File: config.mk
export PLATFORM = sky130hd
export DESIGN_NAME = log2
export DESIGN_NICKNAME = d
export VERILOG_FILES = /design/src/rtl/log2_pkg.sv /design/src/rtl/log2_sq_stage.sv /design/src/rtl/log2.sv
export SDC_FILE = /design/constraint.sdc
export NUM_CORES = 2
export LEC_CHECK = 0
export ABC_AREA = 1
export CORE_UTILIZATION = 40
export CTS_BUF_LIST = sky130_fd_sc_hd__clkbuf_16
export DETAILED_ROUTE_END_ITERATION = 10
export SETUP_SLACK_MARGIN = 0.4
export SYNTH_ARGS = -nofsm -noshare
export SYNTH_HDL_FRONTEND = slang
export SYNTH_SLANG_ARGS = --single-unit
File: constraint.sdc
create_clock -name clk_i -period 6.6 [get_ports clk_i]
set_input_delay 1.32 -clock clk_i [delete_from_list [all_inputs] [get_ports clk_i]]
set_output_delay 1.32 -clock clk_i [all_outputs]
set_load 0.01 [all_outputs]
File: src/rtl/log2_pkg.sv
// log2_pkg: shared constants and the per-stage pipeline record for the log2 unit.
// The record is sized from the constants below. Change the result format here,
// and keep the log2 module parameters in step with it.
package log2_pkg;

   localparam int LOG2_DATA_WIDTH = 8;
   localparam int LOG2_FRAC_BITS  = 5;
   localparam int LOG2_MANT_W     = 16;

   localparam int INT_BITS = $clog2(LOG2_DATA_WIDTH);
   localparam int LATENCY  = LOG2_FRAC_BITS + 3;

   // One slot of the squaring pipeline.
   // mant holds m in [1,2) with the hidden 1 at the MSB.
   // exp is the integer part of the result, found by leading-one detection.
   // frac collects result bits, shifting in at the LSB so the first bit ends at the MSB.
   // zero marks an operand of 0, whose result is forced to 0.
   typedef struct packed {
      logic [LOG2_MANT_W-1:0]    mant;
      logic [INT_BITS-1:0]       exp;
      logic [LOG2_FRAC_BITS-1:0] frac;
      logic                      zero;
   } stage_t;

endpackage

File: src/rtl/log2_sq_stage.sv
// log2_sq_stage: one fractional-bit step of the log2 pipeline.
// It squares the mantissa and truncates the square to the top MANT_W+1 bits.
// A square of 2 or more yields result bit 1, and the square is halved back into [1,2).
module log2_sq_stage
   import log2_pkg::*;
(
   input  logic   clk_i,
   input  logic   rst_i,
   input  stage_t stage_i,
   output stage_t stage_o
);

   logic [2*LOG2_MANT_W-1:0] square;
   logic [LOG2_MANT_W:0]     square_top;
   logic                     result_bit;
   stage_t                   next_stage;

   // The square has 2*(MANT_W-1) fraction bits.
   // Dropping MANT_W-1 of them leaves 2 integer bits above MANT_W-1 fraction bits.
   // The top bit therefore means the square is 2 or more.
   always_comb begin
      square     = (2*LOG2_MANT_W)'(stage_i.mant) * (2*LOG2_MANT_W)'(stage_i.mant);
      square_top = (LOG2_MANT_W+1)'(square >> (LOG2_MANT_W - 1));
      result_bit = square_top[LOG2_MANT_W];
      next_stage.mant = result_bit ? square_top[LOG2_MANT_W:1] : square_top[LOG2_MANT_W-1:0];
      next_stage.exp  = stage_i.exp;
      next_stage.frac = (stage_i.frac << 1) | LOG2_FRAC_BITS'(result_bit);
      next_stage.zero = stage_i.zero;
   end

   // Register the stage so that each result bit costs exactly one cycle.
   always_ff @(posedge clk_i or posedge rst_i) begin
      if (rst_i) begin
         stage_o <= '0;
      end else begin
         stage_o <= next_stage;
      end
   end

endmodule

File: src/rtl/log2.sv
// log2: free-running, fully pipelined fixed-point base-2 logarithm.
// Output format is {zero pad, integer part, FRAC_BITS fraction bits}.
// The result is truncated, and an input of 0 yields 0.
// rstn_i is an asynchronous, active-HIGH reset, despite its name.
// Optional macro LOG2_ZERO_ERR_EN adds err_o.
// err_o is aligned with number_o and is high when that result came from an input of 0.
module log2
   import log2_pkg::*;
#(
   parameter int DATA_WIDTH = LOG2_DATA_WIDTH,
   parameter int FRAC_BITS  = LOG2_FRAC_BITS,
   parameter int MANT_W     = LOG2_MANT_W
) (
   input  logic                  clk_i,
   input  logic                  rstn_i,
   input  logic [DATA_WIDTH-1:0] number_i,
`ifdef LOG2_ZERO_ERR_EN
   output logic                  err_o,
`endif
   output logic [DATA_WIDTH-1:0] number_o
);

   // The pipeline record is sized from the package.
   // Refuse any parameter set that disagrees with it or is not a legal format.
   if (DATA_WIDTH != LOG2_DATA_WIDTH || FRAC_BITS != LOG2_FRAC_BITS ||
       MANT_W != LOG2_MANT_W || INT_BITS + FRAC_BITS > DATA_WIDTH ||
       MANT_W <= DATA_WIDTH) begin : g_param_check
      $error("log2: parameters disagree with log2_pkg or form an illegal format");
   end

   logic [DATA_WIDTH-1:0] number_q;
   logic [INT_BITS-1:0]   lod_exp;
   logic [DATA_WIDTH-1:0] lod_norm;
   stage_t                lod_stage;
   stage_t                lod_q;
   stage_t                sq_pipe [0:FRAC_BITS-1];
   stage_t                last_stage;
   logic                  unused_final_mant;

   // Stage 0: capture the operand.
   always_ff @(posedge clk_i or posedge rstn_i) begin
      if (rstn_i) begin
         number_q <= '0;
      end else begin
         number_q <= number_i;
      end
   end

   // Find the leading one, which is the integer part.
   // Then shift the operand so that this one sits at the mantissa MSB.
   always_comb begin
      lod_exp = '0;
      for (int i = 0; i < DATA_WIDTH; i++) begin
         if (number_q[i]) lod_exp = INT_BITS'(i);
      end
      lod_norm       = number_q << (INT_BITS'(DATA_WIDTH - 1) - lod_exp);
      lod_stage.mant = {lod_norm, {(MANT_W-DATA_WIDTH){1'b0}}};
      lod_stage.exp  = lod_exp;
      lod_stage.frac = '0;
      lod_stage.zero = (number_q == '0);
   end

   // Stage 1: register the normalised mantissa and exponent.
   always_ff @(posedge clk_i or posedge rstn_i) begin
      if (rstn_i) begin
         lod_q <= '0;
      end else begin
         lod_q <= lod_stage;
      end
   end

   for (genvar g = 0; g < FRAC_BITS; g++) begin : g_sq
      if (g == 0) begin : g_first
         log2_sq_stage u_sq (
            .clk_i   (clk_i),
            .rst_i   (rstn_i),
            .stage_i (lod_q),
            .stage_o (sq_pipe[g])
         );
      end else begin : g_next
         log2_sq_stage u_sq (
            .clk_i   (clk_i),
            .rst_i   (rstn_i),
            .stage_i (sq_pipe[g-1]),
            .stage_o (sq_pipe[g])
         );
      end
   end

   assign last_stage        = sq_pipe[FRAC_BITS-1];
   assign unused_final_mant = ^last_stage.mant;

   // Final stage: pack the integer and fraction fields, forcing 0 for a zero operand.
   always_ff @(posedge clk_i or posedge rstn_i) begin
      if (rstn_i) begin
         number_o <= '0;
      end else begin
         number_o <= last_stage.zero ? '0 : DATA_WIDTH'({last_stage.exp, last_stage.frac});
      end
   end

`ifdef LOG2_ZERO_ERR_EN
   // Flag results that came from a zero operand, in step with number_o.
   always_ff @(posedge clk_i or posedge rstn_i) begin
      if (rstn_i) begin
         err_o <= 1'b0;
      end else begin
         err_o <= last_stage.zero;
      end
   end
`endif

endmodule

# Word-level counts from Yosys, hierarchy flattened
# Cells that the tools add are included.
[op_classes] n_div=0 reduce_logical=1 magnitude_cmp=0 shift=1 add_sub_neg=1 muxes=12 eq_ne=0 bitwise_logic=4 n_mul=5
[op_table] op="multiplier 16 x 16 -> 32 bit" n=4
[op_table] op="2-to-1 mux 16 bit" n=4
[op_table] op="2-to-1 mux 3 bit" n=6
[op_table] op="multiplier 8 x 8 -> 16 bit" n=1
[op_table] op="zero test 8 bit" n=1
[op_table] op="2-to-1 mux 8 bit" n=1
[op_table] op="<< shifter 8 x 3 -> 8 bit" n=1
[op_table] op="bitwise OR 5 x 1 -> 5 bit" n=1
[op_table] op="bitwise OR 4 x 1 -> 4 bit" n=1
[op_table] op="bitwise OR 3 x 1 -> 3 bit" n=1
[op_table] op="subtractor 3 bit (first input constant)" n=1
[op_table] op="bitwise OR 2 x 1 -> 2 bit" n=1
[op_table] op="2-to-1 mux 1 bit" n=1
[totals] output_inout_bits=8 latch_bits=0 romBits=0 ff_bits=127 ram_bits=0 wordCells=48 input_bits=10 n_memories=0

# Depth between registers and ports, before layout
[depth] depth_word=9 depth_mapped=32

# By module
# From an unflattened synthesis, not the netlist that was laid out.
[hier_totals] hier_cells=6154 hier_area_um2=45997.9
[modules_own_cells] module="log2_sq_stage at g_sq[1].g_next.u_sq ..." seq_area_each_um2=625.6 area_per_inst_um2=8996.1 cells_each=1208 n_inst=3
[modules_own_cells] module="log2_sq_stage at g_sq[4].g_next.u_sq" seq_area_each_um2=625.6 area_per_inst_um2=8974.9 cells_each=1207 n_inst=1
[modules_own_cells] module="log2_sq_stage at g_sq[0].g_first.u_sq" seq_area_each_um2=625.6 area_per_inst_um2=8937.3 cells_each=1215 n_inst=1
[modules_own_cells] module="log2" seq_area_each_um2=700.7 area_per_inst_um2=1097.3 cells_each=108 n_inst=1

# Worst setup path before layout
# OpenSTA, ideal clock, no wires.
[synth_timing] path_type="register to register" start="reg g_sq[2].g_next.u_sq.stage_o[11] (netlist bit)" end="reg g_sq[3].g_next.u_sq.stage_o[14] (netlist bit)" path_stages_with_launch=29 required_ns=6.484 setup_slack_ns=1.120 t_arrival_ns=5.363 period_less_slack_ns=5.480 setup_ns=0.116 cell_sequence="dfrtp_1 clkbuf_1 clkbuf_1 nand2_1 fa_1 fa_1 inv_1 fa_1 fa_1 fa_1 inv_1 fa_1 inv_1 ha_1 nand2_1 inv_1 nand2_1 nand2_1 inv_1 nand2_1 inv_1 nand2_4 nand2_4 nand2_4 nand2_2 nand2_4 buf_12 nand2_2 nand2_1"
[synth_lines] item="from (decl)" line="log2_sq_stage.sv:10" source="output stage_t stage_o"
[synth_lines] item="from (signal assigned)" line="log2_sq_stage.sv:36" source="stage_o <= next_stage;"
[synth_lines] item="to (signal assigned)" line="log2_sq_stage.sv:36"
[synth_lines] item="to (decl)" line="log2_sq_stage.sv:10"

==> impl_metrics.py <==
metrics = {
    "synth": {
        "synth_edf_count": 0,
        "synth_flop_cell": "dfrtp_1",
        "synth.net_count": 5895,
        "syn_area_sq_mm": 0.0367,
        "yosys.cell_types.count": 40,
        "ys_warn_count": 0,
        "synth.yosys.seq_area_share": 0.0866,
        "avgSynthCellArea_sq_um": 7.67,
        "ys_seq_elements": 127,
        "async_reset_ff_frac": 1.00,
        "syn_inst": 4784,
    },
    "setup_path": {
        "r2r-end": "g_sq[1].g_next.u_sq.stage_o[13]$_DFF_PP0_",
        "worst_r2r_startpoint": "g_sq[0].g_first.u_sq.stage_o[20]$_DFF_PP0_",
        "rrSetupSlack_ps": 690,
        "start_kind": "register",
        "crit_chain": "buf_4, nand2_1, fa_1, inv_1, fa_1, fa_1, fa_1, fa_1, inv_1, fa_1, inv_1, ha_1, nand2_1, inv_1, nand2_1, nand2_1, nand2_1, nand2_1, a21oi_2, nand2_2, nand2_1, nand2_4, nand2_1, nand2_1",
        "path_buf_inv": 5,
        "worstSetupPathType": "reg2reg",
        "timing.critical_path.slowest_cell_delay_ps": 580,
        "worst-path-stages": 24,
        "crit_path_max_fanout": 16,
        "timing.critical_path.required_ps": 6950,
        "cpMostUsedCell": "nand2_1",
        "crit_path_end_kind": "register",
        "cp_delay_by_family_top": "adder cells",
        "cp_slowest_cell": "fa_1",
        "timing.reg2reg.worst_path_depth": 24,
        "setup.worst_path.end": "g_sq[1].g_next.u_sq.stage_o[13]$_DFF_PP0_",
        "critical_path.startpoint": "g_sq[0].g_first.u_sq.stage_o[20]$_DFF_PP0_",
        "worst_ep_arrival_time_ps": 6250,
    },
    "grt": {
        "grt_first_pass_wirelength_um": 137000,
        "grt-ovfl-total": 0,
        "pin_count_of_the_biggest_net_entering_global_routing": 69,
        "globalRouteTotalUtil": 0.179,
        "antenna_found_initial": 0,
        "vias_in_the_first_global_route": 28600,
    },
    "timing": {
        "finalWorstPathRequiredPeriod_ps": 5910,
        "slew_violations": 0,
        "period_share": 0.895,
        "rsz0062_at_grt": "false",
        "worst_clock_skew_ps": 10.6,
        "worst_slew_pin_slew_ps": 809,
        "timing.max_slew.rel_slack": 0.460,
        "setup-violations-final": 0,
        "timing.final.hold_violations": 0,
        "fmax_mhz": 169,
        "totalNegativeSetupSlack_ps": 0,
    },
    "clock_tree": {
        "cts-root-buf": "clkbuf_16",
        "cts_post_setup_buffers_inserted": 0,
        "clkLatencyLatePin_ps": 470,
        "cts.sink_count": 127,
        "tritoncts.num_buffers": 17,
        "tritoncts": "done",
        "cts_htree_levels": 4,
        "cts_hold_buffers": 0,
        "ctsLongestPathBuffers": 2,
        "cts.reportedPaths.clkPinSlew_ps": 70,
    },
    "floorplan": {
        "num_rows": 110,
        "chipHeight_um": 305,
        "initial_core_util": 0.406,
        "design.core.area_sq_mm": 0.0904,
        "width_of_the_die_um": 305,
        "ioPinCount": 18,
        "floorplan.die_area_sq_mm": 0.0930,
    },
    "final_layout": {
        "drive_gt1_frac": 0.0360,
        "fin_nets": 5815,
        "num_antenna_cells": 0,
        "areaGrowthSynthToFinish_pct": 5.08,
    },
    "drt": {
        "drt_pass1_iterations": 6,
        "routed_wire_length_per_instance_um": 13.1,
        "total_via_count_in_the_routed_design": 26900,
        "drtIter0Drc": 1400,
        "remaining_drc_errors": 0,
        "route.antenna.remaining_nets": 0,
        "detail_route.wirelength_um": 77100,
        "drt-vias-per-instance": 4.57,
    },
    "job": {
        "drv.max_cap_violation_count": 0,
    },
    "worst_hold_path": {
        "min_path_type": "reg2reg",
    },
    "placement": {
        "dp_hpwl_um": 66400,
        "placement.io_buffers": 17,
        "finalWeightedCongestion": 0.910,
    },
    "status": {
        "status": "complete, no violations",
    },
}
[cells in the mapped netlist (4+ instances only)]
master    count  share of area
nor3_2        4         0.0011
a21oi_1      99          0.014
nand2_4       8         0.0025
buf_6         5         0.0015
xnor2_1      19         0.0045
clkbuf_1    113          0.012
o21ai_0      38         0.0052
nand3_1     102          0.014
nor3_1       28         0.0038
buf_2         7        0.00095
buf_4         5         0.0010
o21a_1        8         0.0016
nor2_1      141          0.014
nand2_1    1269           0.13
nand4_1      32         0.0055
xor2_1       42          0.010
a21oi_2       6         0.0014
fa_1        671           0.37
or2_2        10         0.0017
xor2_2        4         0.0018
and2_1       10         0.0017
inv_2         7        0.00072
ha_1        430           0.15
inv_1      1505           0.15
dfrtp_1     127          0.087
nor2_2        6         0.0010
o21bai_1     26         0.0053
nand2_2      35         0.0060
[cells in the final DEF (no fill, tap or decap), types with 38 or more instances in the layout]
cell / count
a21oi_1: 99
dfrtp_1: 95
fa_1: 671
ha_1: 430
inv_1: 1504
nand2_1: 1269
nand3_1: 102
nor2_1: 140
o21ai_0: 38
xor2_1: 42
[worst register-to-register path, delay by kind of cell (launching register included)]
kind	cells	cell delay, ps
AND/OR/NAND/NOR	11	1130
adder cells (fa/ha/maj)	7	3470
flip-flops	1	480
buffers and inverters	5	480
AO/OA/AOI/OAI	1	240
[sequential cells by signal, indices dropped and copies added, names as in the netlist]
name	flops
number_q	8
lod_q	12
number_o	8
g_sq.g_next.u_sq.stage_o	78
g_sq.g_first.u_sq.stage_o	21
[area by class of cell]
cell class / count / area, sq um
Multi-Input combinational cell: 3014 / 27300
Inverter: 1512 / 5680
Clock inverter: 15 / 201
Sequential cell: 127 / 3220
Fill cell: 9168 / 51900
Clock buffer: 17 / 425
Timing Repair Buffer: 32 / 283
Tap cell: 1176 / 1470
[per-layer routing]
layer | GRT usage | share of wire | wire [um] | vias to the layer above
met3 | 0.0158 | 0.031 | 2400 | 78
met4 | 0.0404 | 0.016 | 1270 | 0
met1 | 0.238 | 0.46 | 35300 | 13000
li1 | - | - | - | 13500
met5 | 0 | 0 | 0 | -
met2 | 0.316 | 0.49 | 38100 | 361
[how the worst min path moves through the flow]
stage / endpoint / slack (ps) / from / depth (start not counted)
final: g_sq[3].g_next.u_sq.stage_o[3]$_DFF_PP0_ / 340 / g_sq[2].g_next.u_sq.stage_o[2]$_DFF_PP0_ / 0
after floorplan: g_sq[0].g_first.u_sq.stage_o[0]$_DFF_PP0_ / 330 / lod_q[0]$_DFF_PP0_ / 0
after global routing: g_sq[3].g_next.u_sq.stage_o[3]$_DFF_PP0_ / 350 / g_sq[2].g_next.u_sq.stage_o[2]$_DFF_PP0_ / 0
after global placement: g_sq[4].g_next.u_sq.stage_o[4]$_DFF_PP0_ / 330 / g_sq[3].g_next.u_sq.stage_o[3]$_DFF_PP0_ / 0
after detailed placement: g_sq[3].g_next.u_sq.stage_o[2]$_DFF_PP0_ / 330 / g_sq[2].g_next.u_sq.stage_o[1]$_DFF_PP0_ / 0
after CTS: g_sq[3].g_next.u_sq.stage_o[3]$_DFF_PP0_ / 340 / g_sq[2].g_next.u_sq.stage_o[2]$_DFF_PP0_ / 0
[logic make-up (layout without fill, tap and decap cells)]
logic type / count (synthesis) / in the layout / share of synthesized area
adder cells (fa/ha/maj): 1101 / 1101 / 0.513
AO/OA/AOI/OAI: 190 / 190 / 0.0299
buffers and inverters: 1643 / 1576 / 0.170
AND/OR/NAND/NOR: 1658 / 1658 / 0.184
XOR/XNOR: 65 / 65 / 0.0163
flip-flops: 127 / 127 / 0.0866
[through the flow]
| stage | hold slack [ps] | std cells | instance area, sq um | util | worst slack, ps |
|---|---|---|---|---|---|
| 5_1_grt | 353 | 5893 | 38600 | 0.426 | 394 |
| 4_1_cts | 339 | 5893 | 38500 | 0.426 | 594 |
| 6_report | 339 | 5893 | 38600 | 0.426 | 692 |
| 3_5_place_dp | 335 | 5861 | 37900 | 0.419 | 608 |
| 2_1_floorplan | 331 | 4784 | 36700 | - | 1120 |
| 3_3_place_gp | 332 | 5861 | 37900 | 0.419 | 666 |
[what timing repair did]
action,4_1_cts,5_1_grt
endpoints found under the hold margin,0,0
resized for setup,0,35
setup endpoints to repair,0,48
Power is not shown: default switching activity piles up to over one toggle a cycle in this logic, so the estimate is an artifact.
